## src/rtl/match_logger_pkg.sv

```systemverilog
// rtl/match_logger_pkg.sv - shared widths and FIFO occupancy states for match_logger
package match_logger_pkg;

    localparam int TS_W_DEF  = 16;
    localparam int CNT_W_DEF = 8;
    localparam int DEPTH_DEF = 4;

    typedef enum logic [1:0] {
        FIFO_EMPTY   = 2'd0,
        FIFO_PARTIAL = 2'd1,
        FIFO_FULL    = 2'd2
    } fifo_state_e;

endpackage

```

## src/rtl/match_fifo.sv

```systemverilog
// rtl/match_fifo.sv - synchronous show-ahead FIFO holding tagged match events
module match_fifo
    import match_logger_pkg::*;
#(
    parameter int WIDTH = 24,
    parameter int DEPTH = DEPTH_DEF
) (
    input  logic                     clk,
    input  logic                     rst_n,
    input  logic                     clr,
    input  logic                     push,
    input  logic                     pop,
    input  logic [WIDTH-1:0]         din,
    output logic [WIDTH-1:0]         dout,
    output logic [$clog2(DEPTH):0]   level,
    output logic                     full,
    output logic                     empty
);

    localparam int PW = $clog2(DEPTH);
    localparam logic [PW:0] FULL_LVL = (PW+1)'(DEPTH);

    logic [WIDTH-1:0] mem [DEPTH];
    logic [PW-1:0]    wr_ptr;
    logic [PW-1:0]    rd_ptr;
    logic             do_push;
    logic             do_pop;

    assign full    = (level == FULL_LVL);
    assign empty   = (level == '0);
    // A pop frees the head slot in the same edge, so a full FIFO may still accept a push.
    assign do_push = push & (~full | pop);
    assign do_pop  = pop & ~empty;
    assign dout    = mem[rd_ptr];

    always_ff @(posedge clk or negedge rst_n) begin
        if (!rst_n) begin
            wr_ptr <= '0;
            rd_ptr <= '0;
            level  <= '0;
            for (int i = 0; i < DEPTH; i++) begin
                mem[i] <= '0;
            end
        end else if (clr) begin
            wr_ptr <= '0;
            rd_ptr <= '0;
            level  <= '0;
        end else begin
            if (do_push) begin
                mem[wr_ptr] <= din;
                wr_ptr      <= wr_ptr + 1'b1;
            end
            if (do_pop) begin
                rd_ptr <= rd_ptr + 1'b1;
            end
            case ({do_push, do_pop})
                2'b10:   level <= level + 1'b1;
                2'b01:   level <= level - 1'b1;
                default: level <= level;
            endcase
        end
    end

endmodule

```

## src/rtl/match_logger.sv

```systemverilog
// rtl/match_logger.sv - timestamps rising edges of ans and queues them for readout
module match_logger
    import match_logger_pkg::*;
#(
    parameter int TS_W  = TS_W_DEF,
    parameter int CNT_W = CNT_W_DEF,
    parameter int DEPTH = DEPTH_DEF
) (
    input  logic                     clk,
    input  logic                     rst_n,
    input  logic                     ans,
    input  logic                     clr,
    output logic                     out_valid,
    input  logic                     out_ready,
    output logic [TS_W-1:0]          out_ts,
    output logic [CNT_W-1:0]         out_idx,
    output logic [CNT_W-1:0]         total,
    output logic                     overflow,
    output logic [$clog2(DEPTH):0]   level
);

    localparam int EW = TS_W + CNT_W;

    logic              ans_q;
    logic [TS_W-1:0]   ts;
    logic              rise;
    logic              push_req;
    logic              pop;
    logic              drop;
    logic              fifo_full;
    logic              fifo_empty;
    logic [EW-1:0]     head;
    fifo_state_e       fifo_state;

    assign rise      = ans & ~ans_q;
    assign push_req  = rise & ~clr;
    assign out_valid = (level != '0);
    assign pop       = out_valid & out_ready;

    always_comb begin
        fifo_state = FIFO_PARTIAL;
        if (fifo_empty) begin
            fifo_state = FIFO_EMPTY;
        end else if (fifo_full) begin
            fifo_state = FIFO_FULL;
        end
    end

    assign drop = push_req & (fifo_state == FIFO_FULL) & ~pop;

    // ans_q keeps tracking during clr so a level held across clr is not seen as a new rise.
    always_ff @(posedge clk or negedge rst_n) begin
        if (!rst_n) begin
            ans_q <= 1'b0;
        end else begin
            ans_q <= ans;
        end
    end

    always_ff @(posedge clk or negedge rst_n) begin
        if (!rst_n) begin
            ts       <= '0;
            total    <= '0;
            overflow <= 1'b0;
        end else if (clr) begin
            ts       <= '0;
            total    <= '0;
            overflow <= 1'b0;
        end else begin
            ts <= ts + 1'b1;
            if (push_req && (total != '1)) begin
                total <= total + 1'b1;
            end
            if (drop) begin
                overflow <= 1'b1;
            end
        end
    end

    match_fifo #(
        .WIDTH (EW),
        .DEPTH (DEPTH)
    ) u_fifo (
        .clk   (clk),
        .rst_n (rst_n),
        .clr   (clr),
        .push  (push_req & ~drop),
        .pop   (pop),
        .din   ({ts, total}),
        .dout  (head),
        .level (level),
        .full  (fifo_full),
        .empty (fifo_empty)
    );

    assign out_ts  = head[EW-1:CNT_W];
    assign out_idx = head[CNT_W-1:0];

endmodule

```

## config.mk

```make
export PLATFORM = sky130hd
export DESIGN_NAME = match_logger
export DESIGN_NICKNAME = d
export VERILOG_FILES = /design/src/rtl/match_logger_pkg.sv /design/src/rtl/match_fifo.sv /design/src/rtl/match_logger.sv
export SDC_FILE = /design/constraint.sdc
export NUM_CORES = 1
export LEC_CHECK = 0
export CAP_MARGIN = 10
export CORE_MARGIN = 4
export CORE_UTILIZATION = 60
export CTS_CLUSTER_SIZE = 30
export DETAILED_ROUTE_END_ITERATION = 6
export PLACE_DENSITY = 0.89
export SKIP_CTS_REPAIR_TIMING = 1
export SLEW_MARGIN = 20
export SYNTH_ARGS = -nofsm -noshare
export SYNTH_HDL_FRONTEND = slang
export SYNTH_HIERARCHICAL = 1
export SYNTH_SLANG_ARGS = --single-unit
```

## constraint.sdc

```tcl
create_clock -name clk -period 7.2 [get_ports clk]
set_input_delay 0.72 -clock clk [delete_from_list [all_inputs] [get_ports clk]]
set_output_delay 0.72 -clock clk [all_outputs]
set_load 0.01 [all_outputs]
```

Yosys cells after proc, flatten, opt, wreduce, memory -nomap -nowiden
Index checks and enable logic that the tools add are counted.
Operators by class
  equality and inequality tests: 5
  add/subtract/negate cells: 6
  reduce and logical (&&, ||, !) cells: 10
  bitwise logic cells: 17
  $lt $le $gt $ge: 3
  muxes and demuxes: 19
Operator list (number)
  bitwise mux 96 bit: 1
  2-to-1 mux 24 bit: 3
  binary-select mux 24 bit (select 2 bit): 1
  demux 24 bit (select 2 bit): 1
  adder 16 x 1 -> 16 bit, second input constant: 1
  2-to-1 mux 16 bit: 1
  2-to-1 mux 8 bit: 2
  2-to-1 mux 2 bit: 6
  adder 8 x 1 -> 8 bit, second input constant: 1
  AND 1 bit: 8
  inequality test 8 bit, second input constant: 1
  nonzero test 2 bit: 4
  >= comparator 3 bit, second input constant: 2
  inverter 1 bit: 6
  inverter 2 -> 3 bit: 2
  one-hot mux 3 bit (2 select lines): 1
  nonzero test 3 bit: 2
  adder 2 x 1 -> 2 bit, second input constant: 2
  equality test 2 bit, second input constant: 2
  adder 3 x 1 -> 3 bit, second input constant: 1
  equality test 3 bit, second input constant: 1
  zero test 3 bit: 1
  < comparator 3 x 1 -> 1 bit, second input constant: 1
  2-to-1 mux 3 bit: 1
  6 further kinds: 8
Storage, ports and cells
  register bits after elaboration: 129
  logic and storage cells: 71

Longest topological paths before layout
  depth in word-level cells: 12
  mapped depth: 12

Hierarchy
The synthesis kept the hierarchy.
Modules (own cells, without submodules)
  match_fifo: instances 1, seq. area each 2577.5 sq um, cells an instance 294, area an instance 5144.9 sq um
  match_logger: instances 1, seq. area each 650.6 sq um, cells an instance 128, area an instance 1300.0 sq um

Worst setup path before layout
No wires, ideal clock.
  kind: register to register
  start point: reg u_fifo.level[0]
  end point: reg u_fifo.level[2]
  stages on the path, launching flop included: 13
  buffers on the path: 3
  data required time: 7.118 ns
  clock period less this slack: 3.147 ns
  arrival: 3.065 ns
  library setup time: 0.082 ns
  setup slack: 4.053 ns
  cells stage by stage: dfrtp_1 -> buf_4 -> nor2_1 -> and2_1 -> nor3b_1 -> nor3b_1 -> buf_2 -> clkbuf_1 -> nor2_1 -> fa_1 -> or3b_2 -> or3_1 -> a31oi_1
On the way
  cells in the longest elaborated chain, start to end: 12
  elaborated cells between the ends (all ways): 24
  those cells by class: 2 x add/sub; 4 x eq/ne; 4 x mux; 11 x bitwise; 3 x reduce/logical
Ends and longest elaborated chain
  start, declared: line match_fifo.sv:15  | output logic [$clog2(DEPTH):0] level,
  start signal, assigned: line match_fifo.sv:57  | 2'b10: level <= level + 1'b1;
  start signal, assigned: line match_fifo.sv:58  | 2'b01: level <= level - 1'b1;
  start signal, assigned: line match_fifo.sv:59  | default: level <= level;
  equality test 3 bit (*): line match_fifo.sv:29  | assign full = (level == FULL_LVL);
  via fifo_full: line match_logger.sv:30  | logic fifo_full;
  2-to-1 mux 2 bit: line match_logger.sv:44  | end else if (fifo_full) begin
  2-to-1 mux 2 bit: line match_logger.sv:42  | if (fifo_empty) begin
  equality test 2 bit: line match_logger.sv:49  | assign drop = push_req & (fifo_state == FIFO_FULL) & ~pop;
  AND 1 bit (2 in series): line match_logger.sv:49
  inverter 1 bit: line match_logger.sv:87  | .push (push_req & ~drop),
  AND 1 bit: line match_logger.sv:87
  AND 1 bit (*): line match_fifo.sv:32  | assign do_push = push & (~full | pop);
  equality test 2 x 1 -> 1 bit / equality test 2 bit (equally long branches): line match_fifo.sv:56  | case ({do_push, do_pop})
  one-hot mux 3 bit (2 select lines): line match_fifo.sv:56
  2-to-1 mux 3 bit: line match_fifo.sv:44  | end else if (clr) begin
The timed path passes the listed nets; every way through them passes the cells marked *.
A chain may end at the register's enable or synchronous reset.

Worst setup path after layout
  start point: reg u_fifo.rd_ptr[0]
  end point: out out_ts[15]
On the way
  cells in the longest elaborated chain, start to end: 4
Ends and longest elaborated chain
  start, declared: line match_fifo.sv:25  | logic [PW-1:0] rd_ptr;
  start signal, assigned: line match_fifo.sv:54  | rd_ptr <= rd_ptr + 1'b1;
  inverter 2 -> 3 bit (implied by the code): line match_fifo.sv:34  | assign dout = mem[rd_ptr];
  binary-select mux 24 bit (select 2 bit): line match_fifo.sv:34
  2-to-1 mux 24 bit (implied by the code) (2 in series): line match_fifo.sv:34
  end, declared: line match_logger.sv:15  | output logic [TS_W-1:0] out_ts,
Every way passes these cells. The select of a mux whose other input is x is not followed.

==> impl_summary.txt <==
----------------------------------------------------
[Final layout]
  Synth-to-layout area growth ... 15.90%
  Number of nets in the final layout ... 474
  Commonest cells after routing, fill and taps aside ... sky130_fd_sc_hd__dfrtp_1 (129), sky130_fd_sc_hd__mux2_4 (80), sky130_fd_sc_hd__clkdlybuf4s50_1 (40)
  Inserted Diodes ... 0
  Share of post-route cells with drive strength above 1 ... 36.63%
  Commonest non-fill, non-tap cell in the layout ... sky130_fd_sc_hd__dfrtp_1
  Fillcell total ... 610

[Critical path]
  WP data required ... 6.48 ns
  CP top delay family ... buffers and inverters
  Start-to-end type of the worst setup path ... reg2out
  WP buf/inv ... 2
  Element type at the critical path end ... primary output
  Critical path startpoint ... u_fifo/rd_ptr[0]
  Max stage delay on crit path ... 0.60 ns
  Cells along the critical path ... buf_4, mux4_2, clkdlybuf4s50_1
  Worst reg2reg startpoint ... u_fifo/level[0]
  Critical path data arrival time ... 2.62 ns
  Critical path peak fanout ... 22
  Category of the worst setup path launch point ... flip-flop
  Slowest-stage cell, CP ... sky130_fd_sc_hd__mux4_2

[CTS]
  Number of buffers created by CTS ... 17
  Clock tree from TritonCTS ... done
  Clock transition time at the flip-flop clock pins of the worst setup and hold paths ... 0.06 ns
  Root buf cell ... sky130_fd_sc_hd__clkbuf_8
  Number of H-tree branching levels ... 4
  Maximum buffer depth of the clock tree ... 2
  Clock latency on the worst-skew pair ... 0.52 ns
  Total clock sinks ... 129

[Timing]
  Final sum of negative setup slack ... 0 ns
  Post-layout minimum cycle time ... 3.340 ns
  Number of slew-limit violations in the final report ... 0
  RSZ-0062 raised after global routing ... false
  Slew @ Worst Pin ... 0.9438 ns
  Clock Skews ... 0.01192 ns
  Final number of hold-violating endpoints ... 0
  Worst rel slew slack ... 37.08%
  Maximum frequency from static timing analysis ... 299.4 MHz
  Final clock period utilization by the worst path ... 46.39%
  Finish-stage setup viols ... 0

[Synthesis]
  Area of the mapped netlist ... 6445 um2
  Post-synthesis adder-cell area fraction ... 1.475%
  Dominant combinational cell family by area after synthesis ... multiplexers
  Post-synthesis average cell area ... 15.27 um2
  Fraction of synthesized cell area in xor and xnor cells ... 2.310%
  Distinct cell type count of the synthesized netlist ... 49
  Post-synthesis register bit count ... 129
  Share of synthesized cell area in and, or, nand and nor gates ... 8.717%
  Sequential-to-total area share from yosys stat ... 50.09%
  Synthesis Warnings ... 6
  Number of synthesized flops with an enable pin ... 0
  Portion of netlist area occupied by mux cells ... 30.46%
  Area fraction in compound gates after synthesis ... 2.601%
  Share of synthesized registers carrying an async set or reset ... 100.0%
  Ys flop type ... sky130_fd_sc_hd__dfrtp_1
  Synthesized netlist net count ... 434
  Synthesized instance count ... 422

[Die]
  Number of core rows ... 37
  Core box area ... 10420 um2
  Number of placed I/O pins ... 42
  Starting utilization of the core area ... 61.87%
  Die Y ... 111.6 um
  Overall die width ... 111.6 um
  Total die area ... 12460 um2

[Global routing]
  Largest net degree at the start of global routing ... 78
  Global-route wire length before repair ... 22.26 mm
  Overflow after GRT ... 0
  GRT Total Usage ... 22.89%
  Number of global-route vias before repair ... 4125
  Initial antenna violation count ... 0

[Job]
  Number of violations of the max-capacitance limit ... 0

[Pwr]
  Combinational fraction of design power ... 3.9%
  Part of the power in the clock network ... 53.9%
  Power consumption ... 1.766 mW
  Power density cells ... 236.5 nW/um2
  Portion of total power attributed to sequential cells ... 42.2%
  Total internal power ... 1.400 mW
  Static leakage ... 3.564 nW
  Sw Ratio ... 20.74%
  Worst ir drop on vdd ... 0.1510 mV
  Switching Power ... 0.3663 mW

[Drt]
  Drt via density ... 6.097
  Number of nets with antenna violations after routing ... 0
  Routed length per placed instance ... 21.60 um
  First-pass iteration count of the detailed router ... 4
  Vias after detailed routing ... 3725
  Detailed router's first-iteration violation count ... 284
  Drc violations ... 0
  Routed Wire Length ... 13.20 mm

[Outcome]
  Status ... completed

[Placed design]
  Final RePlAce weighted congestion ... 0.7801
  I/O Buffers ... 41
  Detailed-placement wirelength estimate ... 7.328 mm

[Worst hold path]
  Hold crit path type ... in2async

----------------------------------------------------
path summary, 6_finish.rpt:
kind,end,cells past startpoint,slack (ns)
setup / recovery,out_ts[15],3,3.86
max in group asynchronous,u_fifo/mem[84],2,5.61
setup reg to reg,u_fifo/level[2],9,3.99
min in group clk,u_fifo/mem[26],1,0.51
hold / removal,u_fifo/mem[29],1,0.36
hold reg to reg,u_fifo/mem[26],1,0.51
state kept, by name, summed over array words and instances, names as in the netlist:
register,cells
ans_q,1
ts,16
u_fifo/wr_ptr,2
u_fifo/rd_ptr,2
total,8
u_fifo/mem,96
overflow,1
u_fifo/level,3
layout make-up:
class / instances / area (um2) / share of cell area, %
flip-flops and latches: 129 / 3228 / 43.22
clock buffers: 18 / 417.9 / 5.595
multi-input cells: 260 / 2942 / 39.38
inverters: 8 / 30.03 / 0.4020
clock inverters: 14 / 236.5 / 3.166
repair buffers: 46 / 445.4 / 5.963
well taps: 136 / 170.2 / 2.278
metrics by stage:
step | util [%] | std cells | setup WS, ns | hold WS [ns] | instance area, um2
floorplan | - | 422 | 4.053 | 0.4244 | 6445
global placement | 65.43 | 579 | 3.617 | 0.4821 | 6815
detailed placement | 65.43 | 579 | 3.528 | 0.4877 | 6815
CTS | 71.71 | 611 | 3.787 | 0.3776 | 7470
global route | 71.71 | 611 | 3.680 | 0.4286 | 7470
finish | 71.71 | 611 | 3.860 | 0.3584 | 7470
metal layers:
metal	track usage, %	vias up	part of all wire [%]
met3	5.000	29	4.3
met4	10.38	0	2.0
met5	0	-	0
met2	36.09	122	51
met1	30.68	1959	43
li1	-	1615	-
synthesized netlist by cell type, drive strengths merged (2+ instances only):
master	number	area share [%]
a21oi	6	0.47
nand4b	5	1.6
a31oi	2	0.19
nand2	8	0.47
clkbuf	6	0.35
buf	19	3.5
o2111ai	2	0.27
inv	8	0.47
xnor2	12	1.6
nor4	3	0.58
nor2	30	1.7
nor4b	2	0.27
nor2b	4	0.39
ha	6	1.2
nor3	7	0.54
mux2	97	22
dfrtp	129	50
xor2	5	0.68
nand3	12	1.1
nand4	4	0.72
o21ai	7	0.54
o211ai	2	0.23
or3	3	0.29
mux2i	3	0.47
nor3b	2	0.23
mux4	24	8.4
cell families (layout without fill, tap and decap cells):
group	after synthesis	count (layout)
xor gates and xnor gates	17	17
and+or+nand+nor	86	86
AOI/OAI and AO/OA	26	26
DFF	129	129
adders and majority gates	7	7
muxes	124	124
buffers and inverters	33	86
power groups by stage:
stage | Combinational, mW | Sequential (mW) | Clock, mW
finish | 0.0684 | 0.746 | 0.952
global route | 0.0754 | 0.747 | 1.00
CTS | 0.0700 | 0.745 | 0.966
detailed placement | 0.0685 | 0.758 | 0
global placement | 0.0665 | 0.757 | 0
floorplan | 0.0360 | 0.755 | 0
Power figures use the tool's default switching activity.
